`src/rtl/path_scan_ctrl_pkg.sv`:
```
// Shared definitions for the path scan scheduler.
//   scan_state_t    : FSM state encoding
//   DEF_SETTLE_CYC  : default cycles waited after a select change
//   DEF_TIMEOUT_CYC : default cycles waited for a path's finish strobe
package path_scan_ctrl_pkg;

    typedef enum logic [2:0] {
        S_IDLE,
        S_SETTLE,
        S_WAIT_FIN,
        S_CAPTURE,
        S_NEXT,
        S_DONE
    } scan_state_t;

    localparam int unsigned DEF_SETTLE_CYC  = 4;
    localparam int unsigned DEF_TIMEOUT_CYC = 65535;

endpackage

```
`src/rtl/path_scan_ctrl_if.sv`:
```
// Bus between the scan scheduler, the delay-measurement mux and the
// readout/UI logic.
//   master : readout/UI side and mux side (drives start, golden writes, tol,
//            rd_idx, fin_in, result_in)
//   slave  : the scan scheduler (drives sel, status, flags, rd_data)
interface path_scan_ctrl_if #(
    parameter int unsigned NUM_PATHS = 8,
    parameter int unsigned SEL_W     = 3,
    parameter int unsigned RES_W     = 32,
    parameter int unsigned TOL_W     = 16
);
    logic                 start;
    logic [SEL_W-1:0]     sel;
    logic                 fin_in;
    logic [RES_W-1:0]     result_in;
    logic                 gold_we;
    logic [SEL_W-1:0]     gold_idx;
    logic [RES_W-1:0]     gold_data;
    logic [TOL_W-1:0]     tol;
    logic                 busy;
    logic                 done;
    logic [NUM_PATHS-1:0] flag_vec;
    logic [NUM_PATHS-1:0] tmo_vec;
    logic                 trojan;
    logic [SEL_W-1:0]     rd_idx;
    logic [RES_W-1:0]     rd_data;

    modport master (
        output start, fin_in, result_in, gold_we, gold_idx, gold_data, tol, rd_idx,
        input  sel, busy, done, flag_vec, tmo_vec, trojan, rd_data
    );

    modport slave (
        input  start, fin_in, result_in, gold_we, gold_idx, gold_data, tol, rd_idx,
        output sel, busy, done, flag_vec, tmo_vec, trojan, rd_data
    );
endinterface

```
`src/rtl/path_scan_ctrl_delay_compare.sv`:
```
// Combinational deviation check: o_over = |i_a - i_b| > i_tol.
//   i_a, i_b : RES_W-bit counts
//   i_tol    : TOL_W-bit tolerance, zero-extended to RES_W
//   o_over   : deviation strictly exceeds tolerance
module delay_compare #(
    parameter int unsigned RES_W = 32,
    parameter int unsigned TOL_W = 16
) (
    input  logic [RES_W-1:0] i_a,
    input  logic [RES_W-1:0] i_b,
    input  logic [TOL_W-1:0] i_tol,
    output logic             o_over
);
    logic [RES_W-1:0] w_diff;

    // Subtract the smaller from the larger so the magnitude never wraps.
    always_comb begin
        w_diff = (i_a >= i_b) ? (i_a - i_b) : (i_b - i_a);
        o_over = (w_diff > RES_W'(i_tol));
    end
endmodule

```
`src/rtl/path_scan_ctrl.sv`:
```
// Scan scheduler for the 8-way delay-measurement mux. Steps the select code
// through every path, waits for each finish strobe (with timeout), captures
// the delay count and flags paths deviating from their golden count.
//   clk250 : measurement clock
//   rst_n  : asynchronous active-low reset
//   bus    : path_scan_ctrl_if.slave (mux handshake, golden table writes,
//            tolerance, status, flag vectors, capture readback)
module path_scan_ctrl
    import path_scan_ctrl_pkg::*;
#(
    parameter int unsigned NUM_PATHS   = 8,
    parameter int unsigned SEL_W       = 3,
    parameter int unsigned RES_W       = 32,
    parameter int unsigned TOL_W       = 16,
    parameter int unsigned SETTLE_CYC  = DEF_SETTLE_CYC,
    parameter int unsigned TIMEOUT_CYC = DEF_TIMEOUT_CYC
) (
    input  logic             clk250,
    input  logic             rst_n,
    path_scan_ctrl_if.slave  bus
);
    scan_state_t            r_state;
    scan_state_t            w_state_nxt;
    logic [31:0]            r_cnt;
    logic [SEL_W-1:0]       r_idx;
    logic [TOL_W-1:0]       r_tol;
    logic [NUM_PATHS-1:0]   r_flag;
    logic [NUM_PATHS-1:0]   r_tmo;
    logic                   r_trojan;
    logic [RES_W-1:0]       r_gold [NUM_PATHS];
    logic [RES_W-1:0]       r_cap  [NUM_PATHS];

    logic                   w_scan_start;
    logic                   w_capture;
    logic                   w_timeout;
    logic                   w_last_path;
    logic                   w_over;

    delay_compare #(
        .RES_W (RES_W),
        .TOL_W (TOL_W)
    ) u_cmp (
        .i_a    (bus.result_in),
        .i_b    (r_gold[r_idx]),
        .i_tol  (r_tol),
        .o_over (w_over)
    );

    always_ff @(posedge clk250 or negedge rst_n) begin
        if (!rst_n) begin
            r_state <= S_IDLE;
        end else begin
            r_state <= w_state_nxt;
        end
    end

    always_comb begin
        w_state_nxt  = r_state;
        w_scan_start = 1'b0;
        w_capture    = 1'b0;
        w_timeout    = 1'b0;
        w_last_path  = (r_idx == SEL_W'(NUM_PATHS - 1));
        case (r_state)
            S_IDLE: begin
                if (bus.start) begin
                    w_scan_start = 1'b1;
                    w_state_nxt  = S_SETTLE;
                end
            end
            S_SETTLE: begin
                if (r_cnt == SETTLE_CYC - 1) w_state_nxt = S_WAIT_FIN;
            end
            S_WAIT_FIN: begin
                // fin takes priority over an expiring timeout
                if (bus.fin_in) begin
                    w_state_nxt = S_CAPTURE;
                end else if (r_cnt == TIMEOUT_CYC - 1) begin
                    w_timeout   = 1'b1;
                    w_state_nxt = S_NEXT;
                end
            end
            S_CAPTURE: begin
                w_capture   = 1'b1;
                w_state_nxt = S_NEXT;
            end
            S_NEXT:  w_state_nxt = w_last_path ? S_DONE : S_SETTLE;
            S_DONE:  w_state_nxt = S_IDLE;
            default: w_state_nxt = S_IDLE;
        endcase
    end

    always_ff @(posedge clk250 or negedge rst_n) begin
        if (!rst_n) begin
            r_cnt    <= '0;
            r_idx    <= '0;
            r_tol    <= '0;
            r_flag   <= '0;
            r_tmo    <= '0;
            r_trojan <= 1'b0;
            for (int unsigned i = 0; i < NUM_PATHS; i++) begin
                r_gold[i] <= '0;
                r_cap[i]  <= '0;
            end
        end else begin
            // Shared settle/timeout counter restarts on every state change.
            r_cnt <= (w_state_nxt != r_state) ? '0 : r_cnt + 32'd1;

            if (w_scan_start) begin
                r_idx    <= '0;
                r_tol    <= bus.tol;
                r_flag   <= '0;
                r_tmo    <= '0;
                r_trojan <= 1'b0;
            end
            if (w_timeout) begin
                r_cap[r_idx]  <= '1;
                r_tmo[r_idx]  <= 1'b1;
                r_flag[r_idx] <= 1'b1;
            end
            if (w_capture) begin
                r_cap[r_idx]  <= bus.result_in;
                r_flag[r_idx] <= w_over;
            end
            // Flags are final by the last NEXT, so trojan is loaded here and
            // is already valid in the cycle done pulses.
            if (r_state == S_NEXT) begin
                if (w_last_path) r_trojan <= |r_flag;
                else             r_idx    <= r_idx + 1'b1;
            end
            if (bus.gold_we && (r_state == S_IDLE)) begin
                r_gold[bus.gold_idx] <= bus.gold_data;
            end
        end
    end

    assign bus.sel      = r_idx;
    assign bus.busy     = (r_state != S_IDLE);
    assign bus.done     = (r_state == S_DONE);
    assign bus.flag_vec = r_flag;
    assign bus.tmo_vec  = r_tmo;
    assign bus.trojan   = r_trojan;
    assign bus.rd_data  = r_cap[bus.rd_idx];
endmodule

```
`src/flat_wrapper.sv`:
```
// flat-port wrapper written by rule: the top's interface ports become plain ports
module path_scan_ctrl_flat import path_scan_ctrl_pkg::*;
#(
    parameter int unsigned NUM_PATHS   = 8,
    parameter int unsigned SEL_W       = 3,
    parameter int unsigned RES_W       = 32,
    parameter int unsigned TOL_W       = 16,
    parameter int unsigned SETTLE_CYC  = DEF_SETTLE_CYC,
    parameter int unsigned TIMEOUT_CYC = DEF_TIMEOUT_CYC
)
  (clk250, rst_n, bus_start, bus_fin_in, bus_result_in, bus_gold_we, bus_gold_idx, bus_gold_data, bus_tol, bus_rd_idx, bus_sel, bus_busy, bus_done, bus_flag_vec, bus_tmo_vec, bus_trojan, bus_rd_data);
  path_scan_ctrl_if #(.NUM_PATHS(NUM_PATHS), .SEL_W(SEL_W), .RES_W(RES_W), .TOL_W(TOL_W)) bus_i ();
  input  logic clk250;
  input  logic rst_n;
  input wire logic [$bits(bus_i.start)-1:0] bus_start;
  input wire logic [$bits(bus_i.fin_in)-1:0] bus_fin_in;
  input wire logic [$bits(bus_i.result_in)-1:0] bus_result_in;
  input wire logic [$bits(bus_i.gold_we)-1:0] bus_gold_we;
  input wire logic [$bits(bus_i.gold_idx)-1:0] bus_gold_idx;
  input wire logic [$bits(bus_i.gold_data)-1:0] bus_gold_data;
  input wire logic [$bits(bus_i.tol)-1:0] bus_tol;
  input wire logic [$bits(bus_i.rd_idx)-1:0] bus_rd_idx;
  output wire logic [$bits(bus_i.sel)-1:0] bus_sel;
  output wire logic [$bits(bus_i.busy)-1:0] bus_busy;
  output wire logic [$bits(bus_i.done)-1:0] bus_done;
  output wire logic [$bits(bus_i.flag_vec)-1:0] bus_flag_vec;
  output wire logic [$bits(bus_i.tmo_vec)-1:0] bus_tmo_vec;
  output wire logic [$bits(bus_i.trojan)-1:0] bus_trojan;
  output wire logic [$bits(bus_i.rd_data)-1:0] bus_rd_data;
  assign bus_i.start = bus_start;
  assign bus_i.fin_in = bus_fin_in;
  assign bus_i.result_in = bus_result_in;
  assign bus_i.gold_we = bus_gold_we;
  assign bus_i.gold_idx = bus_gold_idx;
  assign bus_i.gold_data = bus_gold_data;
  assign bus_i.tol = bus_tol;
  assign bus_i.rd_idx = bus_rd_idx;
  assign bus_sel = bus_i.sel;
  assign bus_busy = bus_i.busy;
  assign bus_done = bus_i.done;
  assign bus_flag_vec = bus_i.flag_vec;
  assign bus_tmo_vec = bus_i.tmo_vec;
  assign bus_trojan = bus_i.trojan;
  assign bus_rd_data = bus_i.rd_data;
  path_scan_ctrl #(.NUM_PATHS(NUM_PATHS), .SEL_W(SEL_W), .RES_W(RES_W), .TOL_W(TOL_W), .SETTLE_CYC(SETTLE_CYC), .TIMEOUT_CYC(TIMEOUT_CYC)) u_core (.clk250(clk250), .rst_n(rst_n), .bus(bus_i));
endmodule
```
`config.mk`:
```
export PLATFORM = sky130hd
export DESIGN_NAME = path_scan_ctrl_flat
export DESIGN_NICKNAME = d
export VERILOG_FILES = /design/src/rtl/path_scan_ctrl_pkg.sv /design/src/rtl/path_scan_ctrl_if.sv /design/src/rtl/path_scan_ctrl_delay_compare.sv /design/src/rtl/path_scan_ctrl.sv /design/src/flat_wrapper.sv
export SDC_FILE = /design/constraint.sdc
export NUM_CORES = 1
export LEC_CHECK = 0
export ABC_AREA = 1
export ABC_CLOCK_PERIOD_IN_PS = 6300
export BUFFER_PORTS_ARGS = -buffer_cell sky130_fd_sc_hd__buf_4
export CAP_MARGIN = 5
export CORE_MARGIN = 1.5
export CORE_UTILIZATION = 40
export DETAILED_ROUTE_END_ITERATION = 8
export SKIP_LAST_GASP = 1
export SYNTH_ARGS = -nofsm -noshare
export SYNTH_HDL_FRONTEND = slang
export SYNTH_SLANG_ARGS = --single-unit
```
`constraint.sdc`:
```
create_clock -name clk250 -period 6.3 [get_ports clk250]
set_clock_uncertainty 0.1 [all_clocks]
set_input_delay 0.945 -clock clk250 [delete_from_list [all_inputs] [get_ports clk250]]
set_output_delay 0.945 -clock clk250 [all_outputs]
set_load 0.01 [all_outputs]
```
Word-level counts from Yosys, hierarchy flattened
Cells that the tools add are included.
{"block": "classes", "n_lt_le_gt_ge": 9, "mux": 42, "eq_ne": 9, "bitwise_logic": 6, "n_reduce_logical": 7, "n_addsub": 4}
{"cell": "bitwise mux 256 bit", "n": 2}
{"cell": "2-to-1 mux 256 bit", "n": 2}
{"cell": "2-to-1 mux 32 bit", "n": 8}
{"cell": "OR 256 bit", "n": 1}
{"cell": "binary-select mux 32 bit (select 3 bit)", "n": 2}
{"cell": "demux 32 bit (select 3 bit)", "n": 2}
{"cell": "subtractor 32 bit", "n": 2}
{"cell": "2-to-1 mux 8 bit", "n": 5}
{"cell": "adder 32 x 1 -> 32 bit, second input constant", "n": 1}
{"cell": "== test 32 x 16 -> 1 bit, second input constant", "n": 1}
{"cell": "== test 32 x 2 -> 1 bit, second input constant", "n": 1}
{"cell": "greater-or-equal comparator 32 bit", "n": 1}
{"cell": "> comparator 32 x 16 -> 1 bit", "n": 1}
{"cell": "2-to-1 mux 3 bit", "n": 8}
{"cell": "OR 8 bit", "n": 2}
{"cell": "case mux 3 bit (5 select lines)", "n": 1}
{"cell": "greater-or-equal comparator 4 bit, second input constant", "n": 3}
{"cell": "inverter 3 -> 4 bit", "n": 3}
{"cell": "2-to-1 mux 1 bit", "n": 10}
{"cell": "== test 3 bit, second input constant", "n": 3}
{"cell": "bitwise mux 8 bit", "n": 1}
{"cell": "< comparator 4 x 1 -> 1 bit, second input constant", "n": 2}
{"cell": "OR reduction 8 bit", "n": 1}
{"cell": "== test 3 x 2 -> 1 bit, second input constant", "n": 2}
{"cell": "other kinds (9)", "n": 12}
{"block": "word_totals", "register_bits": 583, "output_inout_bits": 54, "word_cells": 100}

Longest topological paths before layout
{"block": "depth", "word_depth": 9, "depth_mapped": 41, "mapped_depth_nobuf": 38}

Modules after synthesis
From an unflattened synthesis, not the netlist that was laid out.
{"block": "unflattened", "hier_cells": 3820, "hier_area_um2": 31630.3}
{"mod": "path_scan_ctrl", "instances": 1, "area_each_um2": 26515.4, "cells_per_inst": 2757, "seq_area_each_um2": 14589.0}
{"mod": "delay_compare", "instances": 1, "area_each_um2": 5114.9, "cells_per_inst": 1063, "seq_area_each_um2": 0.0}

Worst setup path after synthesis
No wires, ideal clock.
{"block": "synth_timing", "path_type": "register to register", "start": "reg u_core.r_idx[2], in the netlist u_core.bus.sel[2]", "end": "reg u_core.r_flag[1], in the netlist u_core.bus.flag_vec[1]", "stages_incl_launch_ff": 39, "t_arrival_ns": 5.077, "setup_time_ns": 0.117, "t_required_ns": 6.083, "path_slack_ns": 1.006, "n_path_buf": 4, "cell_sequence": "dfrtp_1 -> clkbuf_1 -> nor3_2 -> clkinv_1 -> clkbuf_1 -> o22ai_1 -> inv_1 -> nand4_1 -> ha_1 -> inv_1 -> fa_1 -> nand3_1 -> nand3_1 -> nand2_1 -> nand2_1 -> nand2_1 -> nand3_2 -> nand2_4 -> (+3 left out) -> o21ai_0 -> xor2_1 -> inv_1 -> ha_1 -> a21oi_1 -> o21ai_0 -> nand2_1 -> o211ai_1 -> nand2_1 -> nand2_1 -> nand2_1 -> nand2_1 -> nor2_1 -> nand2_1 -> nor2_4 -> nand3_1 -> nand2_1 -> nand2_1"}
{"block": "synth_via", "elab_chain_len": 9, "elab_cells_between_ends": 18, "classes_between": "add/sub: 2; order compare: 4; mux: 9; bitwise: 2; reduce/logical: 1"}
{"item": "start: declaration", "line_no": "path_scan_ctrl.sv:25", "source": "logic [SEL_W-1:0] r_idx;"}
{"item": "start signal: assignment", "line_no": "path_scan_ctrl.sv:128", "source": "else r_idx <= r_idx + 1'b1;"}
{"item": "inverter 3 -> 4 bit (implied by the code)", "line_no": "path_scan_ctrl.sv:44", "source": ".i_b (r_gold[r_idx]),"}
{"item": "binary-select mux 32 bit (select 3 bit)", "line_no": "path_scan_ctrl.sv:44"}
{"item": "2-to-1 mux 32 bit (implied by the code) (2 in series)", "line_no": "path_scan_ctrl.sv:44"}
{"item": "subtractor 32 bit / greater-or-equal comparator 32 bit (equally long branches)", "line_no": "path_scan_ctrl_delay_compare.sv:18", "source": "w_diff = (i_a >= i_b) ? (i_a - i_b) : (i_b - i_a);"}
{"item": "2-to-1 mux 32 bit", "line_no": "path_scan_ctrl_delay_compare.sv:18"}
{"item": "> comparator 32 x 16 -> 1 bit", "line_no": "path_scan_ctrl_delay_compare.sv:19", "source": "o_over = (w_diff > RES_W'(i_tol));"}
{"item": "bitwise mux 8 bit", "line_no": "path_scan_ctrl.sv:122", "source": "r_flag[r_idx] <= w_over;"}
{"item": "2-to-1 mux 8 bit *", "line_no": "path_scan_ctrl.sv:120", "source": "if (w_capture) begin"}
{"item": "end signal: indexed assignment", "line_no": "path_scan_ctrl.sv:122"}
{"item": "end: declaration", "line_no": "path_scan_ctrl.sv:27", "source": "logic [NUM_PATHS-1:0] r_flag;"}
Every way passes the cells marked *; elsewhere a longest branch is shown, timed or not. The select of a mux whose other input is x is not followed.
A chain may end at the register's enable or synchronous reset.

Worst setup path after layout
{"block": "layout_timing", "start": "reg u_core.r_idx[0], in the netlist u_core.bus.sel[0]", "end": "reg u_core.r_flag[1], in the netlist u_core.bus.flag_vec[1]"}
The elaborated chain is that of the path after synthesis.

==> reports/metrics.cfg <==
[setup_path]
timing.rr.start=u_core.bus.sel[0]
cp_slowest_cell=dfrtp_2
slowest_delay_ns=0.46
r2r_end=u_core.bus.flag_vec[1]
worst_setup_path_end_kind=register
cp_max_fo=26
ff2ff_path_depth=34
cp_data_arrival_time_ns=6.31
startpoint_type=register
critPathKind=reg2reg
cpMostUsedCell=nand2_1
critPathRequiredTime_ns=6.70
r2r_setup_slack_ns=0.39

[synth]
synth_ff_type=dfrtp_1
synth.distinct_cells=49
seq_area_frac_synth_pct=45.9
syn_area_sq_um=31800
synth_cells=4260
syn_nets=4436
ys_seq_elements=583
yosys_warnings=0
async_flop_share_pct=100
synth_area_per_cell_sq_um=7.47
synth_edf_count=0

[run_status]
run_status=completed

[placement]
numPortBuffers=144
dp_hpwl_microns=70800
place.gp.congestion=0.958
place_inst=5264

[global_routing]
grt_pass1_vias=27636
grt_pass1_wl_microns=168000
antenna_found_initial=6
grtUsageTotal_pct=26.8
grt_max_degree=167
grt-ovfl-total=0

[route]
dr.first_iter.drc_count=3311
drtPass1Iterations=6
viasPerCell=5.42
wl_microns=110000
wl_per_cell_microns=20.3
antenna_left=0
vias=29257
post-route-drc-count=0

[clocking]
worstSkewPairLatency_ns=0.61
clk_pin_slew_ns=0.06
cts_tree=yes
cts_buffers=69
clock_sinks=583
root_buffer=clkbuf_16
clk_path_buf_depth=3
htreeDepth=3

[layout]
syn_to_final_growth_pct=14.0
drive_gt1_share_pct=9.28
fin_cells=5394
final_cell_mix=nand2_1, inv_1, dfrtp_1, a21oi_1, nor2_1
final_common_cell=nand2_1
final_core_util_pct=46.0
nets=4472

[pwr]
p_leak_nw=17.8
power_mw=18.2
worst_ir_drop_vdd_v=0.000234
cellPowerDensity_nw_per_um2=501

[floorplanning]
fp-row-count=103
io-pin-count=145
dieArea_sq_um=81200
fp.dieW_microns=285
fp.coreArea_sq_um=78900
start_util_pct=40.3
die_h_microns=285

[timing]
setup_violations=0
slew_headroom_pct=29.8
period_share_pct=93.8
hold_viol_final=0
drv_slew=0
post-route-min-period_ns=5.91
fmax_mhz=169
worst_pin_slew_ns=1.05

[job]
maxCapViolCount=0

[min_path]
hp-class=in2async

synth_stat cells, drive strengths merged, types with 6 or more instances:
library cell | n | area, sq um
a21oi | 566 | 2840
a221oi | 46 | 403
a22oi | 6 | 45.0
a31oi | 159 | 995
buf | 23 | 106
clkbuf | 232 | 872
clkinv | 10 | 37.5
dfrtp | 583 | 14600
ha | 83 | 1040
inv | 606 | 2270
nand2 | 807 | 3060
nand3 | 94 | 480
nand4 | 33 | 206
nor2 | 532 | 2050
nor3 | 34 | 196
nor4 | 23 | 194
o21ai | 306 | 1530
o22ai | 47 | 294
o2bb2ai | 12 | 105
xnor2 | 11 | 96.3
xor2 | 18 | 158
layout make-up:
type                            count  area [sq um]
Antenna cell                        1          2.50
Clock buffer                      104          2090
Clock inverter                     14           153
Fill cell                        7989         42600
Inverter                          616          2320
Multi-Input combinational cell   2806         14100
Sequential cell                   583         14600
Tap cell                         1050          1310
Timing Repair Buffer              220          1720
state kept, by name (all words and copies together) (netlist names):
signal / count
u_core.bus.flag_vec: 8
u_core.bus.sel: 3
u_core.bus.tmo_vec: 8
u_core.bus.trojan: 1
u_core.r_cap: 256
u_core.r_cnt: 32
u_core.r_gold: 256
u_core.r_state: 3
u_core.r_tol: 16
where the power goes:
group          internal, mW  switching [mW]  leakage [nW]
Combinational          2.85            5.59          9.72
Clock                  2.37            1.62          1.11
Sequential             5.15           0.591          6.94
Total                  10.4            7.80          17.8
metal layers:
layer / global-route usage (%) / wire [microns]
met4: 7.75 / 2740
met5: 0 / 59
met1: 38.9 / 49900
met2: 41.0 / 48200
met3: 4.53 / 8720
worst max-delay path: cells and delay by family, from the launching register on:
| kind | cells | cell delay [ns] |
|---|---|---|
| buffers and inverters | 6 | 1.18 |
| adders and majority gates | 2 | 0.64 |
| and+or+nand+nor | 23 | 2.93 |
| DFF | 1 | 0.46 |
| AOI/OAI and AO/OA | 2 | 0.31 |
| xor gates and xnor gates | 1 | 0.14 |
timing repair:
item	in CTS	in global routing
gates resized for setup	0	16
hold buffers	0	0
endpoints found under the setup margin	0	8
setup buffers	0	10
logic make-up (layout without fill, tap and decap cells):
family          Yosys count  in the layout  share of synthesized area, %
xor+xnor                 29             29                         0.798
simple gates           1535           1535                          19.7
mux                       2              2                        0.0629
compound gates         1155           1155                          19.8
other cells               0              1                             0
flops                   583            583                          45.9
fa+ha+maj                85             85                          3.39
buf+inv                 871            954                          10.3
stage by stage:
stage          setup slack [ns]  setup TNS, ns  cell area (sq um)  hold slack [ns]
3_3_place_gp              0.306              0              33900            0.367
5_1_grt                 -0.0370        -0.0593              36300            0.358
2_1_floorplan              1.01              0              31800            0.353
6_report                  0.391              0              36300            0.285
3_5_place_dp              0.214              0              33900            0.374
4_1_cts                   0.180              0              36100            0.305
how the worst max path moves through the flow:
stage                                  from                     end  slack [ns]  depth (start not counted)
after detailed placement  u_core.bus.sel[2]  u_core.bus.flag_vec[7]        0.21                         34
after floorplan           u_core.bus.sel[2]  u_core.bus.flag_vec[1]        1.01                         38
after CTS                 u_core.bus.sel[2]  u_core.bus.flag_vec[1]        0.18                         34
after global placement    u_core.bus.sel[2]  u_core.bus.flag_vec[2]        0.31                         34
after global routing      u_core.bus.sel[1]  u_core.bus.flag_vec[6]       -0.04                         37
final                     u_core.bus.sel[0]  u_core.bus.flag_vec[1]        0.39                         34
Power figures use the tool's default switching activity.
